### src/rtl/display_timings_param.sv
// display_timings_param: parametrised raster timing generator.
// Emits position, syncs, data-enable and line/frame strobes per pixel clock.
module display_timings_param #(
    parameter int   CORDW  = 10,
    parameter int   H_RES  = 640,
    parameter int   H_FP   = 16,
    parameter int   H_SYNC = 96,
    parameter int   H_BP   = 48,
    parameter int   V_RES  = 480,
    parameter int   V_FP   = 10,
    parameter int   V_SYNC = 2,
    parameter int   V_BP   = 33,
    parameter logic H_POL  = 1'b0,
    parameter logic V_POL  = 1'b0
) (
    input  logic             clk_pix,
    input  logic             rst,
    input  logic             en,
    output logic [CORDW-1:0] sx,
    output logic [CORDW-1:0] sy,
    output logic             hsync,
    output logic             vsync,
    output logic             de,
    output logic             line,
    output logic             frame,
    output logic             frame_end
);

    localparam int H_TOTAL = H_RES + H_FP + H_SYNC + H_BP;
    localparam int V_TOTAL = V_RES + V_FP + V_SYNC + V_BP;

    generate
        if (H_RES == 0 || H_FP == 0 || H_SYNC == 0 || H_BP == 0 ||
            V_RES == 0 || V_FP == 0 || V_SYNC == 0 || V_BP == 0) begin : g_zero
            $error("display_timings_param: timing field of zero length");
        end
        if (H_TOTAL > 2**CORDW || V_TOTAL > 2**CORDW) begin : g_ovf
            $error("display_timings_param: total exceeds coordinate range");
        end
    endgenerate

    localparam logic [CORDW-1:0] H_LAST = CORDW'(H_TOTAL - 1);
    localparam logic [CORDW-1:0] V_LAST = CORDW'(V_TOTAL - 1);
    localparam logic [CORDW-1:0] H_ACT  = CORDW'(H_RES);
    localparam logic [CORDW-1:0] V_ACT  = CORDW'(V_RES);
    localparam logic [CORDW-1:0] HS_ON  = CORDW'(H_RES + H_FP);
    localparam logic [CORDW-1:0] HS_OFF = CORDW'(H_RES + H_FP + H_SYNC);
    localparam logic [CORDW-1:0] VS_ON  = CORDW'(V_RES + V_FP);
    localparam logic [CORDW-1:0] VS_OFF = CORDW'(V_RES + V_FP + V_SYNC);

    logic [CORDW-1:0] nx;
    logic [CORDW-1:0] ny;
    logic             wrap_x;

    // Next position: advance raster order when enabled, otherwise hold.
    always_comb begin
        nx     = sx;
        ny     = sy;
        wrap_x = (sx == H_LAST);
        if (en) begin
            if (wrap_x) begin
                nx = '0;
                ny = (sy == V_LAST) ? '0 : sy + 1'b1;
            end else begin
                nx = sx + 1'b1;
            end
        end
    end

    // Register position and all flags from the next position so they align.
    always_ff @(posedge clk_pix) begin
        if (rst) begin
            sx        <= H_LAST;
            sy        <= V_LAST;
            hsync     <= ~H_POL;
            vsync     <= ~V_POL;
            de        <= 1'b0;
            line      <= 1'b0;
            frame     <= 1'b0;
            frame_end <= 1'b0;
        end else begin
            sx        <= nx;
            sy        <= ny;
            hsync     <= (nx >= HS_ON && nx < HS_OFF) ? H_POL : ~H_POL;
            vsync     <= (ny >= VS_ON && ny < VS_OFF) ? V_POL : ~V_POL;
            de        <= (nx < H_ACT) && (ny < V_ACT);
            line      <= en && (nx == '0);
            frame     <= en && (nx == '0) && (ny == '0);
            frame_end <= en && (nx == H_LAST) && (ny == V_LAST);
        end
    end

endmodule

### config.mk
export PLATFORM = sky130hd
export DESIGN_NAME = display_timings_param
export DESIGN_NICKNAME = d
export VERILOG_FILES = /design/src/rtl/display_timings_param.sv
export SDC_FILE = /design/constraint.sdc
export NUM_CORES = 1
export LEC_CHECK = 0
export ABC_AREA = 1
export BUFFER_PORTS_ARGS = -buffer_cell sky130_fd_sc_hd__buf_4
export CORE_AREA = 2 2 64 66
export CTS_CLUSTER_DIAMETER = 30
export DETAILED_ROUTE_END_ITERATION = 6
export DIE_AREA = 0 0 66 68
export GPL_TIMING_DRIVEN = 0
export PLACE_DENSITY_LB_ADDON = 0.3
export RECOVER_POWER = 50
export SYNTH_ARGS = -nofsm -noshare
export SYNTH_HDL_FRONTEND = slang
export SYNTH_SLANG_ARGS = --single-unit
### constraint.sdc
create_clock -name clk_pix -period 2.2 [get_ports clk_pix]
set_input_delay 0.22 -clock clk_pix [delete_from_list [all_inputs] [get_ports clk_pix]]
set_output_delay 0.22 -clock clk_pix [all_outputs]
set_load 0.03 [all_outputs]
After elaboration in Yosys (flattened, before gate mapping) --
Index checks and enable logic that the tools add are counted.
Word-level totals: flip-flop bits (word level) 26, latch bits 0, memory bits (writable) 0, ROM bits 0, bits of input ports 3, word-level logic and storage cells 36, memories 0
Operators by class: add/sub/neg operators 2, multipliers 0, divide/modulo/power cells 0, $lt $le $gt $ge 6, equality and inequality tests 4, shifts and indexed selects 0, mux-type cells 7, bitwise logic cells 0, reductions and logical operators 9
Operators with widths (number):
- 10-bit two-way mux | 5
- 10-bit == test (second input constant) | 4
- 10-bit by 1-bit adder with 10-bit output (second input constant) | 2
- 10-bit zero test | 2
- 10-bit < comparator (second input constant) | 2
- 10-bit by 9-bit < comparator with 1-bit output (second input constant) | 2
- 10-bit greater-or-equal comparator (second input constant) | 1
- 10-bit by 9-bit greater-or-equal comparator with 1-bit output (second input constant) | 1
- 1-bit logical AND | 7
- 1-bit two-way mux | 2

Longest topological paths before layout --
Gate-level depths: netlist of run 1.
depth in word-level cells 7, depth in mapped cells 13, gate-level depth less buffers 13

Least setup slack after synthesis of run 1 --
OpenSTA, ideal clock, no wires.
path kind register to register, from reg sx[0], to reg vsync, library setup time 120 ps, arrival time 1879 ps, required time 2080 ps, setup slack 201 ps, cell stages (with the launch flop) 11, path buffers 1, period minus slack after synthesis 1999 ps, cell sequence dfxtp_1 > ha_1 > nand2_2 > nor2_8 > nand3_4 > or2_1 > buf_6 > nand3_2 > nand3_1 > nor2_1 > nand2_1
Between the ends: longest elaborated chain between the ends 6, elaborated cells between the ends (all ways) 7, those cells by class 2 x order compare; 1 x eq/ne; 3 x mux; 1 x reduce/logical
Ends and longest elaborated chain:
- start: declaration | line 19 | output logic [CORDW-1:0] sx,
- start signal: assignment | line 82 | sx <= nx;
- 10-bit == test (*) | line 59 | wrap_x = (sx == H_LAST);
- 10-bit two-way mux (*) | line 61 | if (wrap_x) begin
- 10-bit two-way mux (*) | line 60 | if (en) begin
- 10-bit by 9-bit greater-or-equal comparator with 1-bit output / 10-bit by 9-bit < comparator with 1-bit output (equally long branches) | line 85 | vsync <= (ny >= VS_ON && ny < VS_OFF) ? V_POL : ~V_POL;
- 1-bit logical AND (*) | line 85
- 1-bit two-way mux (*) | line 85
- end signal: assignment | line 76 | vsync <= ~V_POL;
- end signal: assignment | line 85
- end: declaration | line 22 | output logic vsync,
Every way passes the cells marked *; elsewhere a longest branch is shown, timed or not. A chain may end at the register's enable or synchronous reset.

Worst setup path in the final report of run 1 --
Same ends and word-level chain as after synthesis.

==> results of run 1 <==
[critical path, cell delays in order, from the launching register on]
cell	delay [ns]
dfxtp_1	0.42
ha_1	0.23
nand2_2	0.11
nor2_8	0.19
nand3_4	0.13
or2_1	0.24
buf_6	0.14
nand3_4	0.06
nand4_1	0.09
nor3_1	0.25
nand2_1	0.08
[sequential cells by signal, indices dropped and copies added (netlist names)]
| register | count |
|---|---|
| de | 1 |
| frame | 1 |
| frame_end | 1 |
| hsync | 1 |
| line | 1 |
| sx | 10 |
| sy | 10 |
| vsync | 1 |
[logic make-up after synthesis]
kind of cell | after synthesis | share of synthesized area
simple gates | 169 | 0.483
buf+inv | 46 | 0.111
flops | 26 | 0.316
compound gates | 17 | 0.0570
fa+ha+maj | 3 | 0.0228
xor+xnor | 2 | 0.0106
[area by class of cell]
cell class                      count  area [um^2]  share of cell area
Tap cell                           50         62.6              0.0330
Clock buffer                        3         41.3              0.0218
Timing Repair Buffer               27          116              0.0613
Inverter                           41          154              0.0811
Clock inverter                      1         30.0              0.0158
Sequential cell                    26          520               0.274
Multi-Input combinational cell    191          943               0.497
Buffer                              5         28.8              0.0152
[metrics by stage]
stage	hold WS, ns	cell area, um^2	setup WS, ns
final	0.188	1900	0.151
after detailed placement	0.469	1910	0.158
after global placement	0.469	1910	0.165
after CTS	0.187	1980	0.149
after global routing	0.203	1900	0.0237
after floorplan	0.315	1650	0.201
[routing by layer]
layer,track usage,part of all wire,vias up
met5,0,0,-
met4,0.0612,0.017,0
met3,0.0197,0.038,7
met2,0.323,0.46,35
met1,0.259,0.48,729
li1,-,-,890
[report_power, final]
part           internal (mW)  switching (mW)
sequential             0.517          0.0587
combinational          0.188           0.468
clock                  0.244           0.157
[Yosys cell counts (all sizes together)]
library cell   n
nand2         74
nor2          47
inv           40
nand3         33
dfxtp         26
nand4          9
a21oi          7
o21ai          6
buf            3
ha             3
nor3           3
clkbuf         2
nand3b         2
a21o           1
a22oi          1
a31oi          1
clkinv         1
o21bai         1
or2            1
xnor2          1
xor2           1
[worst max path at each step]
| stage | from | end | slack (ns) |
|---|---|---|---|
| floorplan | sx[0] | vsync | 0.20 |
| global placement | sx[0] | vsync | 0.16 |
| detailed placement | sx[0] | vsync | 0.16 |
| CTS | sx[0] | vsync | 0.15 |
| global route | sx[0] | vsync | 0.02 |
| finish | sx[0] | vsync | 0.15 |
==> out/metrics.yaml, run 1 <==
status: "complete, no violations"
die_x_um: 66
hp-class: "input port to register"
crit_path_max_fanout: 10
synth_top_cell_area_share: 0.316
cts_made_buffers: 3
ys_types: 32
start_util: 0.427
yosysSeqAreaShare: 0.316
worstPathArrival_ns: 2.21
min_to: "sx[3]"
grt_pass1_wl_um: 6580
synth_area_mm2: 0.00165
ctsHoldBuffers: 0
dr.pass1.iters: 4
synth_area_leaders: "dfxtp_1 (32%), nand2_1 (16%), nor2_1 (9.8%)"
finalCritPeriodShare: 0.931
drt_iter0_markers: 90
clockBufferDepth: 2
nFillCells: 440
layout.cells.non_filler: 344
synth_warnings: 0
htreeDepth: 1
gp_congestion: 0.873
r2r_start: "sx[0]"
crit_required_ns: 2.36
insertion_delay_ns: 0.27
total_leakage_power_nw: 0.970
dpl.cell_count: 340
fp-row-count: 23
pin_count: 29
globalRouteOverflowTotal: 0
worst_pin_slew_ns: 0.528
power_density_mw_per_mm2: 861
cts_setup_buffers: 0
core_area_mm2: 0.00386
dieHeight_um: 68
startpoint_type: "register"
vias: 1661
r2r_cells: 10
synth_fp_nets: 269
rsz0062_at_grt: "false"
setup_violations: 0
period_minus_slack_ns: 2.05
cts.clk_slew.worst_paths_ns: 0.09
whs_path_depth: 3
setup_tns_ns: 0
power_mw: 1.63
ctsResizeCount: 0
ant_nets: 0
layout_commonest_cell: "nand2_1"
routed_wl_um: 3940
syn_inst: 263
fin_util: 0.492
slew_headroom: 0.648
port_buffers: 27
grt_usage: 0.191
grt_max_degree: 16
dieArea_mm2: 0.00449
crit_path_end_kind: "register"
final.setup_skew_ns: 0.00346
hold_violations: 0
clkSinkCount: 26
drc: 0
routed_via_density: 4.83
grt_pass1_vias: 1499
worstSetupPathType: "register to register"
cts-root-buf: "clkbuf_8"
ys_seq_elements: 26
irDropWorstVdd_mv: 0.352
antenna_found_initial: 0
max_clock_freq_ghz: 0.488
syn_avg_cell_area_um2: 6.26
area_growth_pct: 15.2
fin_nets: 301
drive_above_1_share: 0.0952
layout_common_cells: "nand2_1 (71), nor2_1 (43), inv_1 (36)"
r2r-end: "vsync"
yosysTopAreaCell: "dfxtp_1"
place_hpwl_um: 3110
ff2ff_setup_slack_ns: 0.15
antenna_cells: 0
drv_slew: 0
cts_tree: "built"
min_from: "rst"
wl_per_cell_um: 11.4
cap_violations: 0
Note: power is estimated with default switching activity, not from simulation.
==> run 2: changes to the inputs <==
--- a/config.mk
+++ b/config.mk
@@ -7,10 +7,10 @@
 export LEC_CHECK = 0
 export ABC_AREA = 1
 export BUFFER_PORTS_ARGS = -buffer_cell sky130_fd_sc_hd__buf_4
-export CORE_AREA = 2 2 64 66
+export CORE_AREA = 2 2 58 60
 export CTS_CLUSTER_DIAMETER = 30
 export DETAILED_ROUTE_END_ITERATION = 6
-export DIE_AREA = 0 0 66 68
+export DIE_AREA = 0 0 60 62
 export GPL_TIMING_DRIVEN = 0
 export PLACE_DENSITY_LB_ADDON = 0.3
 export RECOVER_POWER = 50
==> out/metrics.yaml, run 2 (synthesis results as in run 1) <==
status: "complete, no violations"
drv_slew: 0
dieArea_mm2: 0.00372
drc: 0
clkSinkCount: 26
wl_per_cell_um: 10.9
fin_nets: 301
crit_path_frequent_cell: "nand3_4"
htreeDepth: 1
final.setup_skew_ns: 0.00378
crit_required_ns: 2.43
gp_congestion: 0.894
worst_pin_slew_ns: 0.468
port_buffers: 27
cts.clk_slew.worst_paths_ns: 0.14
nFillCells: 350
path_cells: "ha_1 -> nand2_2 -> nor2_8 -> nand3_4 -> or2_1 -> buf_6 -> nand3_4 -> nand4_1 -> nor3_1 -> nand2_1"
setup_violations: 0
largest_registers: "sx: 10 flops, sy: 10 flops"
layout_commonest_cell: "nand2_1"
ant_nets: 0
drt_iter0_markers: 82
dr.pass1.iters: 6
grt_pass1_wl_um: 6180
crit_path_end_kind: "register"
routed_wl_um: 3710
layout_common_cells: "nand2_1 (71), nor2_1 (43), inv_1 (36)"
area_growth_pct: 14.3
hold_slack_ns: 0.127
startpoint_type: "register"
ff2ff_setup_slack_ns: 0.13
start_util: 0.518
total_leakage_power_nw: 0.968
fp-row-count: 21
core_area_mm2: 0.00318
finalCritPeriodShare: 0.940
worstPathArrival_ns: 2.30
grt_usage: 0.223
dieHeight_um: 62
clockBufferDepth: 2
insertion_delay_ns: 0.33
ctsHoldBuffers: 0
die_x_um: 60
cap_violations: 0
slew_headroom: 0.688
drive_above_1_share: 0.105
place_hpwl_um: 2980
grt_max_degree: 16
cts_made_buffers: 3
crit_path_max_fanout: 10
power_density_mw_per_mm2: 830
fin_util: 0.592
pin_count: 29
cts-root-buf: "clkbuf_4"
vias: 1680
period_minus_slack_ns: 2.07
max_stage_delay_ns: 0.43
irDropWorstVdd_mv: 0.437
cts_tree: "built"
grt_pass1_vias: 1425
worstSetupPathType: "register to register"
antenna_cells: 0
globalRouteOverflowTotal: 0
max_clock_freq_ghz: 0.484
cp_slowest_cell: "dfxtp_1"
antenna_found_initial: 0
rsz0062_at_grt: "false"
hp-class: "input port to register"
routed_via_density: 4.94
setup_tns_ns: 0
hold_violations: 0
run 2: area by class of cell:
cell class,instances,area [um^2],area share
Timing Repair Buffer,27,124,0.0658
Multi-Input combinational cell,191,943,0.501
Buffer,5,28.8,0.0153
Clock buffer,3,22.5,0.0120
Tap cell,46,57.6,0.0306
Clock inverter,1,30.0,0.0160
Sequential cell,26,522,0.277
Inverter,41,154,0.0818
run 2: report_power, final:
part	switching (mW)	leakage [nW]	internal (mW)	total, mW
sequential	0.0590	0.212	0.518	0.577
combinational	0.463	0.728	0.196	0.659
clock	0.142	0.0279	0.185	0.327
run 2: worst paths after layout:
check / start / end / depth (start not counted)
max: sx[1] / vsync / 10
max reg2reg: sx[1] / vsync / 10
min: rst / sx[3] / 3
min reg2reg: sx[4] / sx[4] / 3
run 2: repair_timing:
action,4_1_cts,5_1_grt
resized for setup,0,1
setup buffers,0,0
endpoints found under the setup margin,0,1
run 2: per-stage QoR:
| stage | power, mW | instance area [um^2] | cells | worst slack (ns) |
|---|---|---|---|---|
| floorplan | 1.10 | 1650 | 263 | 0.201 |
| global route | 1.68 | 1880 | 340 | 0.0109 |
| detailed placement | 1.27 | 1910 | 336 | 0.154 |
| CTS | 1.60 | 1960 | 340 | 0.136 |
| global placement | 1.27 | 1910 | 336 | 0.166 |
| finish | 1.56 | 1880 | 340 | 0.132 |
run 2: worst max-delay path: cells and delay by family (launching register included):
family	cells	cell delay, ns
buf+inv	1	0.14
fa+ha+maj	1	0.24
simple gates	8	1.16
flops	1	0.43
run 2: layer usage:
metal  up-vias  GRT usage  part of all wire
li1        893          -                 -
met1       734      0.282              0.46
met2        44      0.374              0.47
met3         9     0.0290             0.043
met4         0      0.111             0.026
met5         -          0                 0
==> run 3: changes to the inputs <==
--- a/config.mk
+++ b/config.mk
@@ -6,14 +6,16 @@
 export NUM_CORES = 1
 export LEC_CHECK = 0
 export ABC_AREA = 1
+export ABC_CLOCK_PERIOD_IN_PS = 2200
 export BUFFER_PORTS_ARGS = -buffer_cell sky130_fd_sc_hd__buf_4
-export CORE_AREA = 2 2 58 60
+export CORE_AREA = 2 2 60 62
 export CTS_CLUSTER_DIAMETER = 30
 export DETAILED_ROUTE_END_ITERATION = 6
-export DIE_AREA = 0 0 60 62
+export DIE_AREA = 0 0 62 64
 export GPL_TIMING_DRIVEN = 0
 export PLACE_DENSITY_LB_ADDON = 0.3
 export RECOVER_POWER = 50
+export REMOVE_ABC_BUFFERS = 1
 export SYNTH_ARGS = -nofsm -noshare
 export SYNTH_HDL_FRONTEND = slang
 export SYNTH_SLANG_ARGS = --single-unit
==> out/metrics.yaml, run 3 (synthesis results as in run 1) <==
ff2ff_setup_slack_ns: 0.25
cts_made_buffers: 3
p_int_mw: 0.802
worst_pin_slew_ns: 0.394
start_util: 0.501
die_x_um: 62
setup_violations: 0
insertion_delay_ns: 0.33
drc: 0
drive_above_1_share: 0.100
htreeDepth: 1
ant_nets: 0
globalRouteOverflowTotal: 0
final.setup_skew_ns: 0.00512
antenna_cells: 0
cp_slowest_cell: "dfxtp_2"
drv_slew: 0
cts_tree: "built"
crit_path_max_fanout: 10
clkPwrFrac: 0.166
hold_violations: 0
core_area_mm2: 0.00328
startpoint_type: "register"
worstPathArrival_ns: 2.23
layout_commonest_cell: "nand2_1"
routed_via_density: 4.96
nFillCells: 364
dr.pass1.iters: 4
grt_max_degree: 17
routed_wl_um: 3830
fin_nets: 297
setup_tns_ns: 0
sw_frac_of_total: 0.454
cts-root-buf: "clkbuf_4"
dieHeight_um: 64
max_clock_freq_ghz: 0.513
total_leakage_power_nw: 0.940
crit_path_end_kind: "register"
pin_count: 29
combPwrFrac: 0.441
drt_iter0_markers: 75
seqPwrFrac: 0.393
design_area_mm2: 0.00184
vias: 1667
fp-row-count: 21
cts.clk_slew.worst_paths_ns: 0.14
hold_slack_ns: 0.170
worstSetupPathType: "register to register"
antenna_found_initial: 0
max_stage_delay_ns: 0.40
status: "complete, no violations"
grt_pass1_wl_um: 6480
layout_common_cells: "nand2_1 (71), nor2_1 (43), inv_1 (36)"
power_density_mw_per_mm2: 797
cts_setup_buffers: 0
clkSinkCount: 26
grt_pass1_vias: 1452
finalCritPeriodShare: 0.886
power_mw: 1.47
cap_violations: 0
gp_congestion: 0.932
area_growth_pct: 11.9
wl_per_cell_um: 11.4
post_dp_cell_area_mm2: 0.00189
net-switching-power_mw: 0.667
period_minus_slack_ns: 1.95
crit_required_ns: 2.48
port_buffers: 28
place_hpwl_um: 2990
slew_headroom: 0.737
rsz0062_at_grt: "false"
grt_usage: 0.210
largest_registers: "sx: 10 flops, sy: 10 flops"
irDropWorstVdd_mv: 0.341
dieArea_mm2: 0.00397
hp-class: "input port to register"
path_cells: "ha_1 -> nand2_2 -> nor2_8 -> nand4_2 -> clkinv_1 -> nand2_1 -> o21ai_1 -> nand2_1 -> nor2_1 -> nand3_1 -> nor2_1"
ctsHoldBuffers: 0
clockBufferDepth: 2
[run 3: layout make-up]
| class | instances | area, um^2 | share of cell area |
|---|---|---|---|
| Tap cell | 46 | 57.6 | 0.0312 |
| Timing Repair Buffer | 28 | 120 | 0.0652 |
| Multi-Input combinational cell | 191 | 952 | 0.517 |
| Sequential cell | 26 | 523 | 0.284 |
| Clock buffer | 4 | 36.3 | 0.0197 |
| Inverter | 41 | 154 | 0.0835 |
[run 3: final timing paths]
path | start | to | cells after the start
max | sx[0] | frame | 11
min | rst | sy[6] | 2
max reg2reg | sx[0] | frame | 11
min reg2reg | sx[4] | sx[4] | 3
[run 3: worst max-delay path, delay by kind of cell, from the launching register on]
family / cells / cell delay [ns]
adder cells (fa/ha/maj): 1 / 0.21
AO/OA/AOI/OAI: 1 / 0.10
buffers and inverters: 1 / 0.16
flip-flops: 1 / 0.40
AND/OR/NAND/NOR: 8 / 1.04
[run 3: metrics by stage]
| stage | std cells | util | setup WS, ns |
|---|---|---|---|
| 2_1_floorplan | 258 | - | 0.199 |
| 3_3_place_gp | 332 | 0.574 | 0.162 |
| 3_5_place_dp | 332 | 0.574 | 0.152 |
| 4_1_cts | 336 | 0.585 | 0.128 |
| 5_1_grt | 336 | 0.561 | 0.0711 |
| 6_report | 336 | 0.561 | 0.250 |
[run 3: power by group through the flow]
stage          clock network (mW)  registers, mW  logic (mW)
5_1_grt                     0.277          0.587       0.729
2_1_floorplan                   0          0.666       0.414
3_3_place_gp                    0          0.586       0.668
3_5_place_dp                    0          0.587       0.676
4_1_cts                     0.251          0.576       0.677
6_report                    0.244          0.577       0.648
[run 3: routing by layer]
metal | wire [um] | vias up | share of wire | GRT usage
met3 | 167 | 5 | 0.044 | 0.0243
met5 | 0 | - | 0 | 0
met4 | 41 | 0 | 0.011 | 0.0399
met2 | 1730 | 35 | 0.45 | 0.314
li1 | - | 881 | - | -
met1 | 1890 | 746 | 0.49 | 0.321
[run 3: what timing repair did]
item / 4_1_cts / 5_1_grt
gates resized for setup: 0 / 4
setup endpoints to repair: 0 / 3
hold endpoints to repair: 0 / 0
